File: src/rtl/ct_spsram_1024x32_ctrl_pkg.sv
// Shared types and constants for the single-port SRAM controller:
// FSM state encodings, requester ids and default geometry.
package ct_spsram_1024x32_ctrl_pkg;

    localparam int unsigned SRAM_ADDR_WIDTH = 10;
    localparam int unsigned SRAM_DATA_WIDTH = 32;
    localparam int unsigned SRAM_DEPTH      = 1024;

    // Controller sequencing states
    typedef enum logic [1:0] {
        ST_BOOT = 2'b00,
        ST_INIT = 2'b01,
        ST_IDLE = 2'b10
    } state_t;

    // Requester ids, also the encoding of the last-granted pointer
    localparam logic RQ0 = 1'b0;
    localparam logic RQ1 = 1'b1;

endpackage

File: src/rtl/ct_spsram_ctrl_rr_arb.sv
// Two-way round-robin arbiter with a last-granted pointer that resets
// to requester 1, so requester 0 wins the first conflict.
module ct_spsram_ctrl_rr_arb
    import ct_spsram_1024x32_ctrl_pkg::*;
(
    input  logic       clk,
    input  logic       rst_b,
    input  logic [1:0] vld,
    input  logic       enable,
    input  logic       update,
    output logic [1:0] grnt
);

    logic last;

    // One-hot grant: single requester wins outright, a conflict goes to the one not granted last
    always_comb begin
        grnt = 2'b00;
        if (enable) begin
            case (vld)
                2'b01:   grnt = 2'b01;
                2'b10:   grnt = 2'b10;
                2'b11:   grnt = (last == RQ1) ? 2'b01 : 2'b10;
                default: grnt = 2'b00;
            endcase
        end
    end

    // Pointer moves only when a grant is actually issued
    always_ff @(posedge clk) begin
        if (!rst_b) begin
            last <= RQ1;
        end else if (update && (grnt != 2'b00)) begin
            last <= grnt[1];
        end
    end

endmodule

File: src/rtl/ct_spsram_1024x32_ctrl.sv
// Shares one ct_spsram_1024x32 macro between two requesters.
// Optional build macro CT_SPSRAM_CTRL_INIT_EN: zero-fill the whole array
// after reset before any traffic is granted.
module ct_spsram_1024x32_ctrl
    import ct_spsram_1024x32_ctrl_pkg::*;
#(
    parameter int unsigned ADDR_WIDTH = SRAM_ADDR_WIDTH,
    parameter int unsigned DATA_WIDTH = SRAM_DATA_WIDTH,
    parameter int unsigned DEPTH      = SRAM_DEPTH
) (
    input  logic                    forever_cpuclk,
    input  logic                    cpurst_b,
    input  logic                    rq0_vld,
    input  logic                    rq0_wr,
    input  logic [ADDR_WIDTH-1:0]   rq0_addr,
    input  logic [DATA_WIDTH-1:0]   rq0_wdata,
    input  logic [DATA_WIDTH/8-1:0] rq0_bmask,
    input  logic                    rq1_vld,
    input  logic                    rq1_wr,
    input  logic [ADDR_WIDTH-1:0]   rq1_addr,
    input  logic [DATA_WIDTH-1:0]   rq1_wdata,
    input  logic [DATA_WIDTH/8-1:0] rq1_bmask,
    output logic                    rq0_grnt,
    output logic                    rq1_grnt,
    output logic                    rq0_rvld,
    output logic                    rq1_rvld,
    output logic [DATA_WIDTH-1:0]   rq0_rdata,
    output logic [DATA_WIDTH-1:0]   rq1_rdata,
    output logic [ADDR_WIDTH-1:0]   sram_a,
    output logic                    sram_cen,
    output logic                    sram_gwen,
    output logic [DATA_WIDTH-1:0]   sram_wen,
    output logic [DATA_WIDTH-1:0]   sram_d,
    input  logic [DATA_WIDTH-1:0]   sram_q,
    output logic                    init_done
);

    localparam int unsigned BMASK_WIDTH = DATA_WIDTH / 8;

    // Geometry sanity checks at elaboration
    if (DEPTH != (1 << ADDR_WIDTH)) begin : g_bad_depth
        $error("DEPTH must equal 2**ADDR_WIDTH");
    end
    if ((DATA_WIDTH % 8) != 0) begin : g_bad_width
        $error("DATA_WIDTH must be a multiple of 8");
    end

    state_t                  state;
    state_t                  state_next;
    logic                    arb_en;
    logic [1:0]              grnt;
    logic                    sel_wr;
    logic [ADDR_WIDTH-1:0]   sel_addr;
    logic [DATA_WIDTH-1:0]   sel_wdata;
    logic [BMASK_WIDTH-1:0]  sel_bmask;
    logic [DATA_WIDTH-1:0]   sel_wen_c;
    logic                    rd_pending;
    logic                    rd_id;

    // Arbitration is only open in IDLE with reset released
    assign arb_en = cpurst_b && (state == ST_IDLE);

    ct_spsram_ctrl_rr_arb u_arb (
        .clk    (forever_cpuclk),
        .rst_b  (cpurst_b),
        .vld    ({rq1_vld, rq0_vld}),
        .enable (arb_en),
        .update (arb_en),
        .grnt   (grnt)
    );

    assign rq0_grnt = grnt[0];
    assign rq1_grnt = grnt[1];

    // Mux the granted requester's payload
    always_comb begin
        if (grnt[1]) begin
            sel_wr    = rq1_wr;
            sel_addr  = rq1_addr;
            sel_wdata = rq1_wdata;
            sel_bmask = rq1_bmask;
        end else begin
            sel_wr    = rq0_wr;
            sel_addr  = rq0_addr;
            sel_wdata = rq0_wdata;
            sel_bmask = rq0_bmask;
        end
    end

    // Byte enables expand to active-low per-bit write enables
    for (genvar b = 0; b < BMASK_WIDTH; b++) begin : g_wen
        assign sel_wen_c[b*8 +: 8] = {8{~sel_bmask[b]}};
    end

`ifdef CT_SPSRAM_CTRL_INIT_EN
    logic [ADDR_WIDTH-1:0] init_cnt;
    logic                  init_last;

    assign init_last = (init_cnt == ADDR_WIDTH'(DEPTH - 1));

    // Zero-fill address counter; held at 0 outside INIT so a restart begins at 0
    always_ff @(posedge forever_cpuclk) begin
        if (!cpurst_b || (state != ST_INIT)) begin
            init_cnt <= '0;
        end else begin
            init_cnt <= init_cnt + ADDR_WIDTH'(1);
        end
    end
`endif

    // FSM state register
    always_ff @(posedge forever_cpuclk) begin
        if (!cpurst_b) begin
            state <= ST_BOOT;
        end else begin
            state <= state_next;
        end
    end

    // Next state and macro pins; everything idles while reset is low
    always_comb begin
        state_next = state;
        sram_cen   = 1'b1;
        sram_gwen  = 1'b1;
        sram_wen   = '1;
        sram_a     = '0;
        sram_d     = '0;
        if (cpurst_b) begin
            case (state)
                ST_BOOT: begin
`ifdef CT_SPSRAM_CTRL_INIT_EN
                    state_next = ST_INIT;
`else
                    state_next = ST_IDLE;
`endif
                end
                ST_INIT: begin
`ifdef CT_SPSRAM_CTRL_INIT_EN
                    sram_cen  = 1'b0;
                    sram_gwen = 1'b0;
                    sram_wen  = '0;
                    sram_a    = init_cnt;
                    if (init_last) begin
                        state_next = ST_IDLE;
                    end
`else
                    state_next = ST_IDLE;
`endif
                end
                ST_IDLE: begin
                    if (grnt != 2'b00) begin
                        sram_a = sel_addr;
                        if (!sel_wr) begin
                            sram_cen = 1'b0;
                        end else if (sel_bmask != '0) begin
                            sram_cen  = 1'b0;
                            sram_gwen = 1'b0;
                            sram_wen  = sel_wen_c;
                            sram_d    = sel_wdata;
                        end
                    end
                end
                default: state_next = ST_BOOT;
            endcase
        end
    end

    // Ready flag tracks entry into IDLE
    always_ff @(posedge forever_cpuclk) begin
        if (!cpurst_b) begin
            init_done <= 1'b0;
        end else begin
            init_done <= (state_next == ST_IDLE);
        end
    end

    // Remember which requester owns the read data arriving next cycle
    always_ff @(posedge forever_cpuclk) begin
        if (!cpurst_b) begin
            rd_pending <= 1'b0;
            rd_id      <= RQ0;
        end else begin
            rd_pending <= (grnt != 2'b00) && !sel_wr;
            rd_id      <= grnt[1];
        end
    end

    // Route macro read data to its owner; zero otherwise
    assign rq0_rvld  = cpurst_b && rd_pending && (rd_id == RQ0);
    assign rq1_rvld  = cpurst_b && rd_pending && (rd_id == RQ1);
    assign rq0_rdata = rq0_rvld ? sram_q : '0;
    assign rq1_rdata = rq1_rvld ? sram_q : '0;

endmodule
File: config.mk
export PLATFORM = sky130hd
export DESIGN_NAME = ct_spsram_1024x32_ctrl
export DESIGN_NICKNAME = d
export VERILOG_FILES = /design/src/rtl/ct_spsram_1024x32_ctrl_pkg.sv /design/src/rtl/ct_spsram_ctrl_rr_arb.sv /design/src/rtl/ct_spsram_1024x32_ctrl.sv
export SDC_FILE = /design/constraint.sdc
export NUM_CORES = 1
export LEC_CHECK = 0
export ABC_AREA = 1
export CORE_AREA = 3 3 105 107
export DETAILED_ROUTE_END_ITERATION = 10
export DIE_AREA = 0 0 108 110
export GPL_TIMING_DRIVEN = 0
export PLACE_DENSITY = 0.79
export SLEW_MARGIN = 15
export SYNTH_ARGS = -nofsm -noshare
export SYNTH_HDL_FRONTEND = slang
export SYNTH_SLANG_ARGS = --single-unit
File: constraint.sdc
create_clock -name forever_cpuclk -period 4.65 [get_ports forever_cpuclk]
set_input_delay 0.93 -clock forever_cpuclk [delete_from_list [all_inputs] [get_ports forever_cpuclk]]
set_output_delay 0.93 -clock forever_cpuclk [all_outputs]
set_load 0.05 [all_outputs]
==> metrics.md, run 1 <==
| Metric | Value |
|---|---|
| HP Class | `reg2reg` |
| Required time of the critical path | `3.72 ns` |
| Switch Pwr | `158 uW` |
| Largest area contributor in the synthesized netlist | `nand2_1` |
| R2R Path Start | `u_arb.last` |
| Total GRT Usage | `between 10 and 15%` |
| Maximum root-to-sink buffer count | `2` |
| Yosys cell types | `22` |
| Vias after detailed routing | `3091` |
| Hold Crit Start | `state[1]` |
| I/O Pins | `275` |
| Min cycle time layout | `approximately 4.4 ns` |
| Pleak | `2.36 nW` |
| Area grow syn2layout | `140%` |
| Slew margin rel. | `61.9%` |
| Critical path data arrival time | `3.48 ns` |
| Top-count cell post-synth | `nand2_1` |
| Unrepaired setup endpoints after global routing | `false` |
| Initial Util | `between 20% and 30%` |
| First-pass GRT wire length | `around 14 mm` |
| Syn_area_per_cell | `5.39 sq um` |
| Slowest CP cell | `clkdlybuf4s50_1` |
| Layout Nets | `800` |
| Logic pwr share | `around 68%` |
| Port buffer count | `about 270` |
| Synth top cells by count | `nand2_1 (128), inv_1 (75), nor2_1 (68), nor2_4 (31), buf_4 (28)` |
| Fin. Hold Viols | `0` |
| Power share of the sequential group | `13.4%` |
| FF-to-FF path depth | `6` |
| Initial DRC Count | `123` |
| CP Depth | `11` |
| Post-synth top flop | `dfxtp_1` |
| Largest net degree at the start of global routing | `11` |
| RR Endpoint | `rd_pending` |
| Place WS | `0.189 ns` |
| Critical path's largest stage delay | `~0.83 ns` |
| Hold path cells | `1` |
| Post-Route WL | `between 9 and 10 mm` |
| Final Slew Violations | `0` |
| First drt pass iteration count | `4` |
| Die height | `~110 microns` |
| Post-CTS resize count | `0` |
| Final ANT Viol Nets | `0` |
| Mapped Nets | `roughly 520` |
| Max VDD drop | `0.000155 V` |
| Delay-heaviest family, CP | `buffers and inverters` |
| Clk network pwr share | `between 10% and 20%` |
| # setup viols final | `0` |
| Hold endpoint | `state[1]` |
| Power density cells | `between 80 and 90 nW/um^2` |
| Reg clk slew, reported paths | `about 0.03 ns` |
| Synth warn | `0` |
| Initial antenna violation count | `0` |
| Sequential-to-total area share from yosys stat | `about 5.7%` |
| Placer congestion estimate | `approximately 0.76` |
| Share of cells above drive strength 1 | `12.7%` |
| Postcts setup bufs | `0` |
| WS Path Type | `in2out` |
| Status | `complete, no violations` |
| DP HPWL | `8.60 mm` |
| Post-synthesis async set-or-reset flop share | `0%` |
| CTS tree | `built` |
| R2R setup slack | `3.10 ns` |
| Pint | `259 uW` |
| Drt via density | `around 3.8` |
| FMAX | `0.227 GHz` |
| Max Cap Viol | `0` |
| Maximum fanout along the worst path | `10` |
| Clock Skews | `0.00206 ns` |
| Final setup margin | `~0.24 ns` |
| Cells after Synth | `391` |
| # hold bufs at CTS | `0` |
| Root Buffer | `clkbuf_8` |
| Total Power | `417 uW` |
| Mean routed wirelength per cell | `12.2 microns` |
| Synth top area share | `22.8%` |
| Synth Cell Area | `2110 sq um` |
| Worst Path Buf+Inv | `4` |
| Site Rows | `37` |
| Register bit total from synthesis | `6` |
| CTS Sinks | `6` |
| Crit path launch type | `input pin` |
| Crit-path cells | `clkdlybuf4s50_1 > nand2_1 > nor2_4 > nand2_4 > inv_2 > nor2_2 > nor2_8 > nand2_8 > buf_12 > nor2_4 > clkdlybuf4s50_1` |
| Antenna diodes | `0` |
| GRT overflow | `0` |
| Placeable core area | `~10000 sq um` |
| Die Width | `108 microns` |
| Final TNS setup | `0 ns` |
| DR DRC count | `0` |
| Post-synth EDFFs | `0` |
| Sw Ratio | `between 30% and 40%` |
| CP Capture Type | `output port` |
| Actual slew at the worst max-slew pin | `approximately 0.57 ns` |
| CTS buffer count | `3` |
| Final Cycle Share | `94.7%` |
| Synth top area cells | `nand2_1 (23%), nor2_4 (17%), inv_1 (13%)` |
| H-Tree Depth | `1` |
| Clk Latency, worst-skew pair | `0.22 ns` |
| Die footprint | `11900 sq um` |
| Vias in the first global route | `2879` |
cell type report:
class | instances | area (sq um)
Buffer | 47 | 344
Fill cell | 1017 | 5170
Tap cell | 136 | 170
Multi-Input combinational cell | 262 | 1360
Inverter | 76 | 285
Clock buffer | 3 | 41.3
Timing Repair Buffer | 274 | 2740
Sequential cell | 6 | 120
through the flow:
| stage | area, sq um | util (%) | hold WS (ns) | instances |
|---|---|---|---|---|
| 2_1_floorplan | 2110 | - | 0.434 | 391 |
| 3_3_place_gp | 5020 | 49.1 | 0.452 | 801 |
| 4_1_cts | 5060 | 49.5 | 0.461 | 804 |
| 3_5_place_dp | 5020 | 49.1 | 0.456 | 801 |
| 6_report | 5060 | 49.5 | 0.458 | 804 |
| 5_1_grt | 5060 | 49.5 | 0.475 | 804 |
logic make-up after synthesis:
| family | count (synthesis) | synth area share (%) |
|---|---|---|
| buffers and inverters | 123 | 29.9 |
| and+or+nand+nor | 246 | 60.0 |
| AOI/OAI and AO/OA | 15 | 4.27 |
| DFF | 6 | 5.70 |
| other | 1 | 0.178 |
worst max-delay path by stage:
stage / start / endpoint
after detailed placement: cpurst_b / sram_d[17]
after global routing: cpurst_b / sram_d[17]
after global placement: cpurst_b / sram_d[17]
after floorplan: cpurst_b / rq1_rdata[10]
final: cpurst_b / sram_d[17]
after CTS: cpurst_b / sram_d[17]
power by group through the flow:
stage | Combinational, mW | Clock [mW] | Sequential (mW)
final | 0.284 | 0.0771 | 0.0560
after floorplan | 0.134 | 0 | 0.0588
after global placement | 0.283 | 0 | 0.0567
after global routing | 0.305 | 0.0843 | 0.0563
after CTS | 0.287 | 0.0800 | 0.0561
after detailed placement | 0.286 | 0 | 0.0569
metal layers:
layer	wire length, microns	global-route usage [%]	share of wire [%]	up-vias
met5	0	0	0	-
met4	65	0.992	0.66	0
met3	891	3.73	9.1	6
met2	4890	26.6	50	150
met1	3950	18.1	40	1302
li1	-	-	-	1633
sequential cells by signal (all words and copies together), names as in the netlist:
signal,cells
state,2
init_done,1
rd_id,1
rd_pending,1
u_arb.last,1
placed cells by master (no fill, tap or decap):
| cell | instances |
|---|---|
| clkbuf_1 | 10 |
| buf_4 | 28 |
| buf_12 | 3 |
| conb_1 | 1 |
| nand3_1 | 6 |
| clkbuf_8 | 3 |
| buf_6 | 1 |
| clkdlybuf4s50_1 | 274 |
| buf_2 | 5 |
| o21ai_2 | 1 |
| nor2_8 | 2 |
| dfxtp_1 | 6 |
| nor2_4 | 31 |
| nand2_4 | 6 |
| nor2_1 | 68 |
| a21oi_1 | 12 |
| nor3_1 | 2 |
| inv_1 | 75 |
| nand2_8 | 1 |
| a21oi_4 | 1 |
| nand2_1 | 128 |
| inv_2 | 1 |
| o21ai_0 | 1 |
| nor2_2 | 2 |
Note: power is estimated with default switching activity, not from simulation.
==> run 2, diff against run 1 <==
- CTS_CLUSTER_DIAMETER: default -> 30
==> results of run 2 <==
The final DEF is identical to that of run 1; final timing and power are the same.
